`config.mk`:
```
export PLATFORM = sky130hd
export DESIGN_NAME = seq_shift_unit
export DESIGN_NICKNAME = d
export VERILOG_FILES = /design/src/rtl/seq_shift_pkg.sv /design/src/rtl/shift_step.sv /design/src/rtl/seq_shift_unit.sv
export SDC_FILE = /design/constraint.sdc
export NUM_CORES = 1
export LEC_CHECK = 0
export CORE_MARGIN = 2
export CORE_UTILIZATION = 55
export DETAILED_ROUTE_END_ITERATION = 16
export DONT_BUFFER_PORTS = 1
export GPL_TIMING_DRIVEN = 0
export HOLD_SLACK_MARGIN = 0.08
export PLACE_DENSITY = 0.7
export SYNTH_ARGS = -nofsm -noshare
export SYNTH_HDL_FRONTEND = slang
export SYNTH_SLANG_ARGS = --single-unit
```
`constraint.sdc`:
```
create_clock -name clk -period 2 [get_ports clk]
set_input_delay 0.4 -clock clk [delete_from_list [all_inputs] [get_ports clk]]
set_output_delay 0.4 -clock clk [all_outputs]
set_load 0.05 [all_outputs]
```
`src/rtl/seq_shift_pkg.sv`:
```
// ============================================================================
// Module   : seq_shift_pkg
// Brief    : Shared operation and state encodings for the sequential shifter.
// Revision : 1.0
// ============================================================================
`default_nettype none

package seq_shift_pkg;

    typedef enum logic [1:0] {
        OP_SRL = 2'b00,
        OP_SLL = 2'b01,
        OP_SRA = 2'b10,
        OP_ROR = 2'b11
    } op_t;

    typedef enum logic [1:0] {
        IDLE  = 2'b00,
        SHIFT = 2'b01,
        DONE  = 2'b10
    } state_t;

endpackage

`default_nettype wire

```
`src/rtl/shift_step.sv`:
```
// ============================================================================
// Module   : shift_step
// Brief    : Combinational single-position shift/rotate with shifted-out bit.
// Revision : 1.0
// ============================================================================
`default_nettype none

module shift_step
    import seq_shift_pkg::*;
#(
    parameter int N = 8
) (
    input  logic [N-1:0] i_d,
    input  op_t          i_op,
    output logic [N-1:0] o_d_next,
    output logic         o_bit_out
);

    always_comb begin
        o_d_next  = {1'b0, i_d[N-1:1]};
        o_bit_out = i_d[0];
        case (i_op)
            OP_SRL: begin
                o_d_next  = {1'b0, i_d[N-1:1]};
                o_bit_out = i_d[0];
            end
            OP_SLL: begin
                o_d_next  = {i_d[N-2:0], 1'b0};
                o_bit_out = i_d[N-1];
            end
            OP_SRA: begin
                o_d_next  = {i_d[N-1], i_d[N-1:1]};
                o_bit_out = i_d[0];
            end
            OP_ROR: begin
                o_d_next  = {i_d[0], i_d[N-1:1]};
                o_bit_out = i_d[0];
            end
            default: begin
                o_d_next  = {1'b0, i_d[N-1:1]};
                o_bit_out = i_d[0];
            end
        endcase
    end

endmodule

`default_nettype wire

```
`src/rtl/seq_shift_unit.sv`:
```
// ============================================================================
// Module   : seq_shift_unit
// Brief    : Multi-cycle shift/rotate unit, one bit position per clock, with
//            valid/ready handshakes on both sides.
// Revision : 1.0
// ============================================================================
`default_nettype none

module seq_shift_unit
    import seq_shift_pkg::*;
#(
    parameter int N    = 8,
    parameter int SA_W = 3
) (
    input  logic            clk,
    input  logic            rst,
    input  logic            in_valid,
    output logic            in_ready,
    input  logic [N-1:0]    a,
    input  logic [SA_W-1:0] shift_amount,
    input  logic [1:0]      op,
    output logic            out_valid,
    input  logic            out_ready,
    output logic [N-1:0]    out,
    output logic            carry
);

    localparam logic [SA_W-1:0] c_count_zero = '0;
    localparam logic [SA_W-1:0] c_count_one  = {{(SA_W-1){1'b0}}, 1'b1};

    state_t          r_state;
    logic [N-1:0]    r_data;
    logic [N-1:0]    r_out;
    op_t             r_op;
    logic [SA_W-1:0] r_count;
    logic            r_carry;

    logic [N-1:0]    w_d_next;
    logic            w_bit_out;

    shift_step #(
        .N (N)
    ) u_shift_step (
        .i_d       (r_data),
        .i_op      (r_op),
        .o_d_next  (w_d_next),
        .o_bit_out (w_bit_out)
    );

    always_ff @(posedge clk or posedge rst) begin
        if (rst) begin
            r_state <= IDLE;
            r_data  <= '0;
            r_out   <= '0;
            r_op    <= OP_SRL;
            r_count <= '0;
            r_carry <= 1'b0;
        end else begin
            case (r_state)
                IDLE: begin
                    if (in_valid) begin
                        r_data  <= a;
                        r_op    <= op_t'(op);
                        r_count <= shift_amount;
                        r_carry <= 1'b0;
                        if (shift_amount == c_count_zero) begin
                            r_out   <= a;
                            r_state <= DONE;
                        end else begin
                            r_state <= SHIFT;
                        end
                    end
                end
                SHIFT: begin
                    r_data  <= w_d_next;
                    r_carry <= w_bit_out;
                    r_count <= r_count - c_count_one;
                    // The result register only moves on the final step, so a
                    // partially shifted value never reaches the output.
                    if (r_count == c_count_one) begin
                        r_out   <= w_d_next;
                        r_state <= DONE;
                    end
                end
                DONE: begin
                    if (out_ready) begin
                        r_state <= IDLE;
                    end
                end
                default: begin
                    r_state <= IDLE;
                end
            endcase
        end
    end

    assign in_ready  = (r_state == IDLE);
    assign out_valid = (r_state == DONE);
    assign out       = r_out;
    assign carry     = r_carry;

endmodule

`default_nettype wire
```
# --- Word-level counts from Yosys, hierarchy flattened ---
# Cells that the tools add are included.
# Widths: inputs -> output; s select.
classes:
  n_lt_le_gt_ge: 0
  addsub: 1
  n_mul: 0
  n_reduce_logical: 9
  div_mod_pow: 0
  mux: 17
  shifts: 0
  bitwise_logic: 0
  eq_ne: 10
ops:
  columns: ["op", "count"]
  rows:
  - ["$mux 8", 4]
  - ["$pmux 8 s2", 2]
  - ["$pmux 8 s4", 1]
  - ["$mux 2", 4]
  - ["$eq 2x2->1 const B", 3]
  - ["$pmux 2 s3", 1]
  - ["$pmux 3 s2", 1]
  - ["$eq 2x1->1 const B", 2]
  - ["$logic_not 2->1", 2]
  - ["$ne 2x1->1 const B", 2]
  - ["$ne 2x2->1 const B", 2]
  - ["$pmux 1 s2", 2]
  - ["$reduce_and 2->1", 2]
  - ["$reduce_and 4->1", 1]
  - ["$eq 3x1->1 const B", 1]
  - ["$logic_not 3->1", 1]
  - ["$mux 3", 1]
  - ["$reduce_and 3->1", 1]
  - ["$reduce_or 3->1", 1]
  - ["$sub 3x1->3 const B", 1]
  - ["$reduce_bool 2->1", 1]
  - ["$mux 1", 1]
word_totals:
  latch_bits: 0
  regBits: 24
  romBits: 0
  ramBits: 0
  out_inout_bits: 11
  mem_count: 0
  input_bits: 17

# --- Longest topological paths before layout ---
# Gate-level depths: netlist (run 1).
depth:
  word_depth: 4
  depth_mapped: 7
  mapped_depth_nobuf: 6

# --- Modules after synthesis ---
# From an unflattened synthesis (run 1), not the netlist that was laid out.
hier_totals:
  hier_cells: 127
  area_unflattened_um2: 1451.4
by_module_without_submodules:
  columns: ["mod", "n_inst", "seq_area_each_um2", "cells_each", "area_per_inst_um2"]
  rows:
  - ["seq_shift_unit", 1, 600.6, 115, 1291.2]
  - ["shift_step", 1, 0.0, 12, 160.2]

# --- Least setup slack after synthesis (run 1) ---
# No wires, ideal clock.
synth_timing:
  kind: "register -> output"
  from: "register r_state[0]"
  to: "output in_ready"
  arrival_time_ns: 1.277
  required_time_ns: 1.600
  path_slack_ns: 0.323
  path_stages_with_launch: 3
  cell_sequence: "dfrtp_1 -> buf_2 -> nor2_1"
synth_via:
  elab_chain_len: 1
synth_lines:
  columns: ["element", "line", "rtl"]
  rows:
  - ["start, declared", "seq_shift_unit.sv:31", "state_t r_state;"]
  - ["start signal, assigned", "seq_shift_unit.sv:52", "r_state <= IDLE;"]
  - ["start signal, assigned", "seq_shift_unit.sv:68", "r_state <= DONE;"]
  - ["start signal, assigned", "seq_shift_unit.sv:70", "r_state <= SHIFT;"]
  - ["$logic_not 2->1", "seq_shift_unit.sv:97", "assign in_ready = (r_state == IDLE);"]
  - ["end, declared", "seq_shift_unit.sv:18", "output logic in_ready,"]
# No other way between the ends.

# --- Final worst setup path (run 1) ---
# Same ends and word-level chain as after synthesis.

==> reports/qor.txt, run 1 <==
Largest net degree at the start of global routing = 25
# rows = 17
Final worst setup slack = 127 ps
Detailed router's first-iteration violation count = 17
Setup repair bufs after CTS = 0
Clock Skew = 11.8 ps
Area fraction of the dominant cell type after synthesis = 49.3%
Fill count = 177
RSZ-0062 raised after global routing = no
Setup TNS = 0 ps
Setup violations, final = 0
Vias in the first global route = 902
Syn Inst Count = 122
Crit path launch type = flop
Die W = 51.0 um
Ports = 28
Post-DP HPWL = 1730 um
Port bufs = 0
Syn_nets = 141
Synth top area cells = dfrtp_1 49%, o21ai_0 6.2%, nand2_1 5.9%
Reg2Reg Depth = 6
Pre-antenna DRT Iters = 4
Synthesized area = 1220 um2
Vias per cell = 5.93
Initial antenna violation count = 0
Cts bufs inserted = 3
Fmax = 534 MHz
Seq cells post-synth = 24
Crit-path max FO = 10
Commonest non-fill, non-tap cell in the layout = dfrtp_1
Initial Utilization = 56.7%
Die Span Y = 51.0 um
Hold buffers post-CTS = 0
Kind of critical path = reg -> out
Max-slew headroom = 38.5%
WL final = 2370 um
Pwr dens = 1890 nW/um2
Crit path time final = 1870 ps
Yosys cell types = 26
DR WL/cell = 15.4 um
Post-layout nets = 146
DP Worst Slack = 248 ps
Cell taking the most area after synthesis = dfrtp_1
CTS tree = yes
Clk sinks = 24
Clock Tree Buf Depth = 2
Layout cells sized above 1 = 12.7%
Post-CTS resize count = 2
Hold crit path type = in -> async
Least-Margin Pin Slew = 922 ps
Status = complete, no violations
Standby leakage power = 0.584 nW
Synth-to-layout area growth = 7.61%
WP data required = 1600 ps
First-pass GRT wire length = 4050 um
GRT overflow = 0
WP data arrival = 1470 ps
Max-slew violation count = 0
Root buffer cell = clkbuf_4
Worst VDD drop = 0.970 mV
YS warnings = 0
Post-route DRC violation count = 0
ANT cells = 0
Max_cap viols = 0
CTS clock-pin slew for the worst setup and hold paths = 140 ps
H-Tree Depth = 1
GRT Util Overall = 21.3%
Most frequent cells in the layout = 24 x dfrtp_1, 19 x nand2_1, 15 x o21ai_0
Via count = 913
Core area = 2150 um2
Routability cong. = 0.816
Antenna Nets Post-Route = 0
Synthesized area per cell = 9.98 um2
Period Utilization, post-route = 93.6%
Fin. Hold Viols = 0
Sequential cell area fraction in the yosys report = 49.3%
Worst setup EP type = primary output
Die Footprint = 2610 um2
Clk_lat worst skew = 320 ps
per-layer routing:
layer,vias up,track usage (%),share of wire [%]
met5,-,0,0
li1,438,-,-
met4,0,9.46,2.0
met3,7,4.39,5.4
met1,441,29.0,47
met2,27,32.9,45
layout make-up:
class / count / area, um2 / area share, %
Buffer: 5 / 37.5 / 2.87
Clock buffer: 3 / 22.5 / 1.72
Clock inverter: 1 / 30.0 / 2.29
Inverter: 5 / 18.8 / 1.43
Multi-Input combinational cell: 88 / 566 / 43.2
Sequential cell: 24 / 601 / 45.8
Tap cell: 28 / 35.0 / 2.67
registers in the layout, indices dropped and copies added, names as in the netlist:
name,flops
r_op,2
r_state,2
out,8
carry,1
r_count,3
r_data,8
cell usage after synthesis:
cell type and n:
o22ai_1 3, o22a_1 1, nor3_1 2, o21ai_0 15, nor2b_1 3, buf_2 3
and3b_1 1, a221oi_1 1, o221ai_2 1, o21ai_1 4, mux2i_1 7, o21ai_2 1
nand3_1 1, dfrtp_1 24, ha_1 2, mux2_2 3, a21oi_1 5, inv_1 5
a22oi_1 1, nand2b_1 3, nand2_1 19, mux2_1 6, buf_6 2, or3_1 1
nor2_1 6, o31ai_1 2
critical path, stage by stage, from the launching register on:
cell,delay (ps)
dfrtp_1,450
buf_2,210
nor2_2,490
worst paths after layout:
path,startpoint,to,slack (ps)
hold / removal,rst,out[3],140
setup reg to reg,r_count[0],out[7],330
hold reg to reg,r_data[2],r_data[2],520
max in group asynchronous,rst,r_op[1],1280
setup / recovery,r_state[0],in_ready,130
min in group clk,op[0],r_op[0],230
metrics by stage:
step / instances / total power, W / hold WS (ps) / area, um2 / util [%]
CTS: 154 / 0.00249 / 157 / 1310 / 61.0
detailed placement: 150 / 0.00213 / 494 / 1250 / 58.3
global route: 154 / 0.00267 / 222 / 1310 / 61.0
global placement: 150 / 0.00209 / 488 / 1250 / 58.3
finish: 154 / 0.00248 / 144 / 1310 / 61.0
floorplan: 122 / 0.00193 / 415 / 1220 / -
power breakdown:
group	switching, W	internal [W]	leakage [nW]
Clock	0.000150	0.000203	0.0279
Sequential	0.000468	0.000711	0.295
Combinational	0.000543	0.000400	0.262
Total	0.00116	0.00131	0.584
cells by family (layout without fill, tap and decap cells):
logic type	after synthesis	after routing	share of synthesized area [%]
compound gates	34	34	16.6
fa+ha+maj	2	2	2.06
buf+inv	10	14	4.62
flops	24	24	49.3
mux	16	16	14.1
simple gates	36	36	13.3
(Power assumes the default switching activity.)
==> run 2: changes to the inputs <==
==> constraint.sdc (replaced) <==
create_clock -name clk -period 2 [get_ports clk]
set_input_delay 0.6 -clock clk [delete_from_list [all_inputs] [get_ports clk]]
set_output_delay 0.6 -clock clk [all_outputs]
set_load 0.05 [all_outputs]
==> reports/qor.txt, run 2 (synthesis gave the netlist of run 1 again) <==
Pre-antenna DRT Iters = 4 (unchanged)
Hold buffers post-CTS = 0 (unchanged)
Most frequent cells in the layout = 24 x dfrtp_1, 19 x nand2_1, 15 x o21ai_0
Die W = 51.0 um (unchanged)
Crit path launch type = flop
CTS tree = yes
Clock Tree Buf Depth = 2 (unchanged)
Die Span Y = 51.0 um (unchanged)
Synth-to-layout area growth = 7.61% (unchanged)
Fin. Hold Viols = 0 (unchanged)
Post-layout nets = 146 (unchanged)
Kind of critical path = reg -> out
Root buffer cell = clkbuf_4
Hold_ws = 344 ps (+200 ps)
Initial antenna violation count = 0 (unchanged)
GRT overflow = 0 (unchanged)
Via count = 913 (unchanged)
WP data arrival = 1470 ps (about the same)
Routability cong. = 0.816 (unchanged)
Standby leakage power = 0.584 nW (unchanged)
Hold crit path type = in -> async
Clock Skew = 11.8 ps (unchanged)
Post-route DRC violation count = 0 (unchanged)
DP Worst Slack = 47.6 ps (-200 ps)
Setup repair bufs after CTS = 0 (unchanged)
Worst path max stage delay = 490 ps (about the same)
Period Utilization, post-route = 104% (+10 points)
Pwr dens = 1890 nW/um2 (unchanged)
RSZ-0062 raised after global routing = yes
CP cell instances = buf_2 > nor2_2
CP max stage cell = nor2_2
Core area = 2150 um2 (unchanged)
Failing checks = negative setup slack
Antenna Nets Post-Route = 0 (unchanged)
Crit path time final = 2070 ps (+200 ps)
Ports = 28 (unchanged)
Post-layout util = 61.0% (unchanged)
GRT Util Overall = 21.3% (unchanged)
Status = finished with violations
First-pass GRT wire length = 4050 um (unchanged)
Vias per cell = 5.93 (unchanged)
# rows = 17 (unchanged)
Max-slew headroom = 38.5% (unchanged)
Detailed router's first-iteration violation count = 17 (unchanged)
Largest net degree at the start of global routing = 25 (unchanged)
Cts bufs inserted = 3 (unchanged)
Clk sinks = 24 (unchanged)
Vias in the first global route = 902 (unchanged)
DR WL/cell = 15.4 um (unchanged)
Max-slew violation count = 0 (unchanged)
Layout cells sized above 1 = 12.7% (unchanged)
Setup TNS = -131 ps (-131 ps)
Final worst setup slack = -72.7 ps (-200 ps)
Worst VDD drop = 0.970 mV (unchanged)
WP data required = 1400 ps (-200 ps)
Port bufs = 0 (unchanged)
Max_cap viols = 0 (unchanged)
Final Non-Filler Cells = 154 (unchanged)
Initial Utilization = 56.7% (unchanged)
WL final = 2370 um (unchanged)
DP Cell Count = 150 (unchanged)
ANT cells = 0 (unchanged)
Fmax = 482 MHz (-9.6%)
Commonest non-fill, non-tap cell in the layout = dfrtp_1
Setup violations, final = 2 (+2)
Die Footprint = 2610 um2 (unchanged)
Post-DP HPWL = 1730 um (unchanged)
H-Tree Depth = 1 (unchanged)
Least-Margin Pin Slew = 922 ps (unchanged)
CP delay by family, top = simple AND/OR/NAND/NOR gates
Worst setup EP type = primary output
CTS clock-pin slew for the worst setup and hold paths = 140 ps (about the same)
Crit-path max FO = 10 (unchanged)
CP Buf/Inv Count = 1 (unchanged)
Clk_lat worst skew = 320 ps (about the same)
==> run 2: cell counts in the layout (fill, tap and decap cells not counted) <==
Identical to the previous run, type by type.
==> run 2: power breakdown <==
| part | leakage (nW) | switching [W] | internal [W] | total (W) |
|---|---|---|---|---|
| registers | 0.295 | 0.000468 | 0.000711 | 0.00118 |
| clock network | 0.0279 | 0.000150 | 0.000203 | 0.000353 |
| logic | 0.262 | 0.000543 | 0.000400 | 0.000944 |
| total | 0.584 | 0.00116 | 0.00131 | 0.00248 |
==> run 2: worst register-to-register path: cells and delay by family (launching register included) <==
family                   cells  cell delay [ps]
AND/OR/NAND/NOR              2              250
buffers and inverters        1              210
AO/OA/AOI/OAI                2              460
flip-flops                   1              450
adder cells (fa/ha/maj)      1              220
==> run 2: layer usage <==
metal / GRT usage (%) / vias to the layer above / routed length [um]
li1: - / 438 / -
met1: 29.0 / 441 / 1120
met2: 32.9 / 27 / 1070
met3: 4.39 / 7 / 127
met4: 9.46 / 0 / 48
met5: 0 / - / 0
==> run 2: layout make-up <==
cell class | count | area [um2]
fill | 177 | 838
sequential | 24 | 601
multi-input combinational | 88 | 566
buffer | 5 | 37.5
tap | 28 | 35.0
clock inverter | 1 | 30.0
clock buffer | 3 | 22.5
inverter | 5 | 18.8
==> run 2: repair_timing <==
item	4_1_cts	5_1_grt
resized for setup	2	0
setup endpoints to repair	2	2
pin swaps	0	0
==> run 2: worst paths after layout <==
kind | startpoint | end | slack, ps | cells past startpoint
setup / recovery | r_state[0] | in_ready | -70 | 2
hold / removal | rst | out[3] | 340 | 1
setup reg to reg | r_count[0] | out[7] | 330 | 6
hold reg to reg | r_data[2] | r_data[2] | 520 | 2
max in group asynchronous | rst | r_op[1] | 1080 | 1
min in group clk | op[0] | r_op[0] | 430 | 1
==> run 2: stage by stage <==
step	power, W	area [um2]
after global placement	0.00209	1250
after global routing	0.00267	1310
final	0.00248	1310
after floorplan	0.00193	1220
after detailed placement	0.00213	1250
after CTS	0.00249	1310
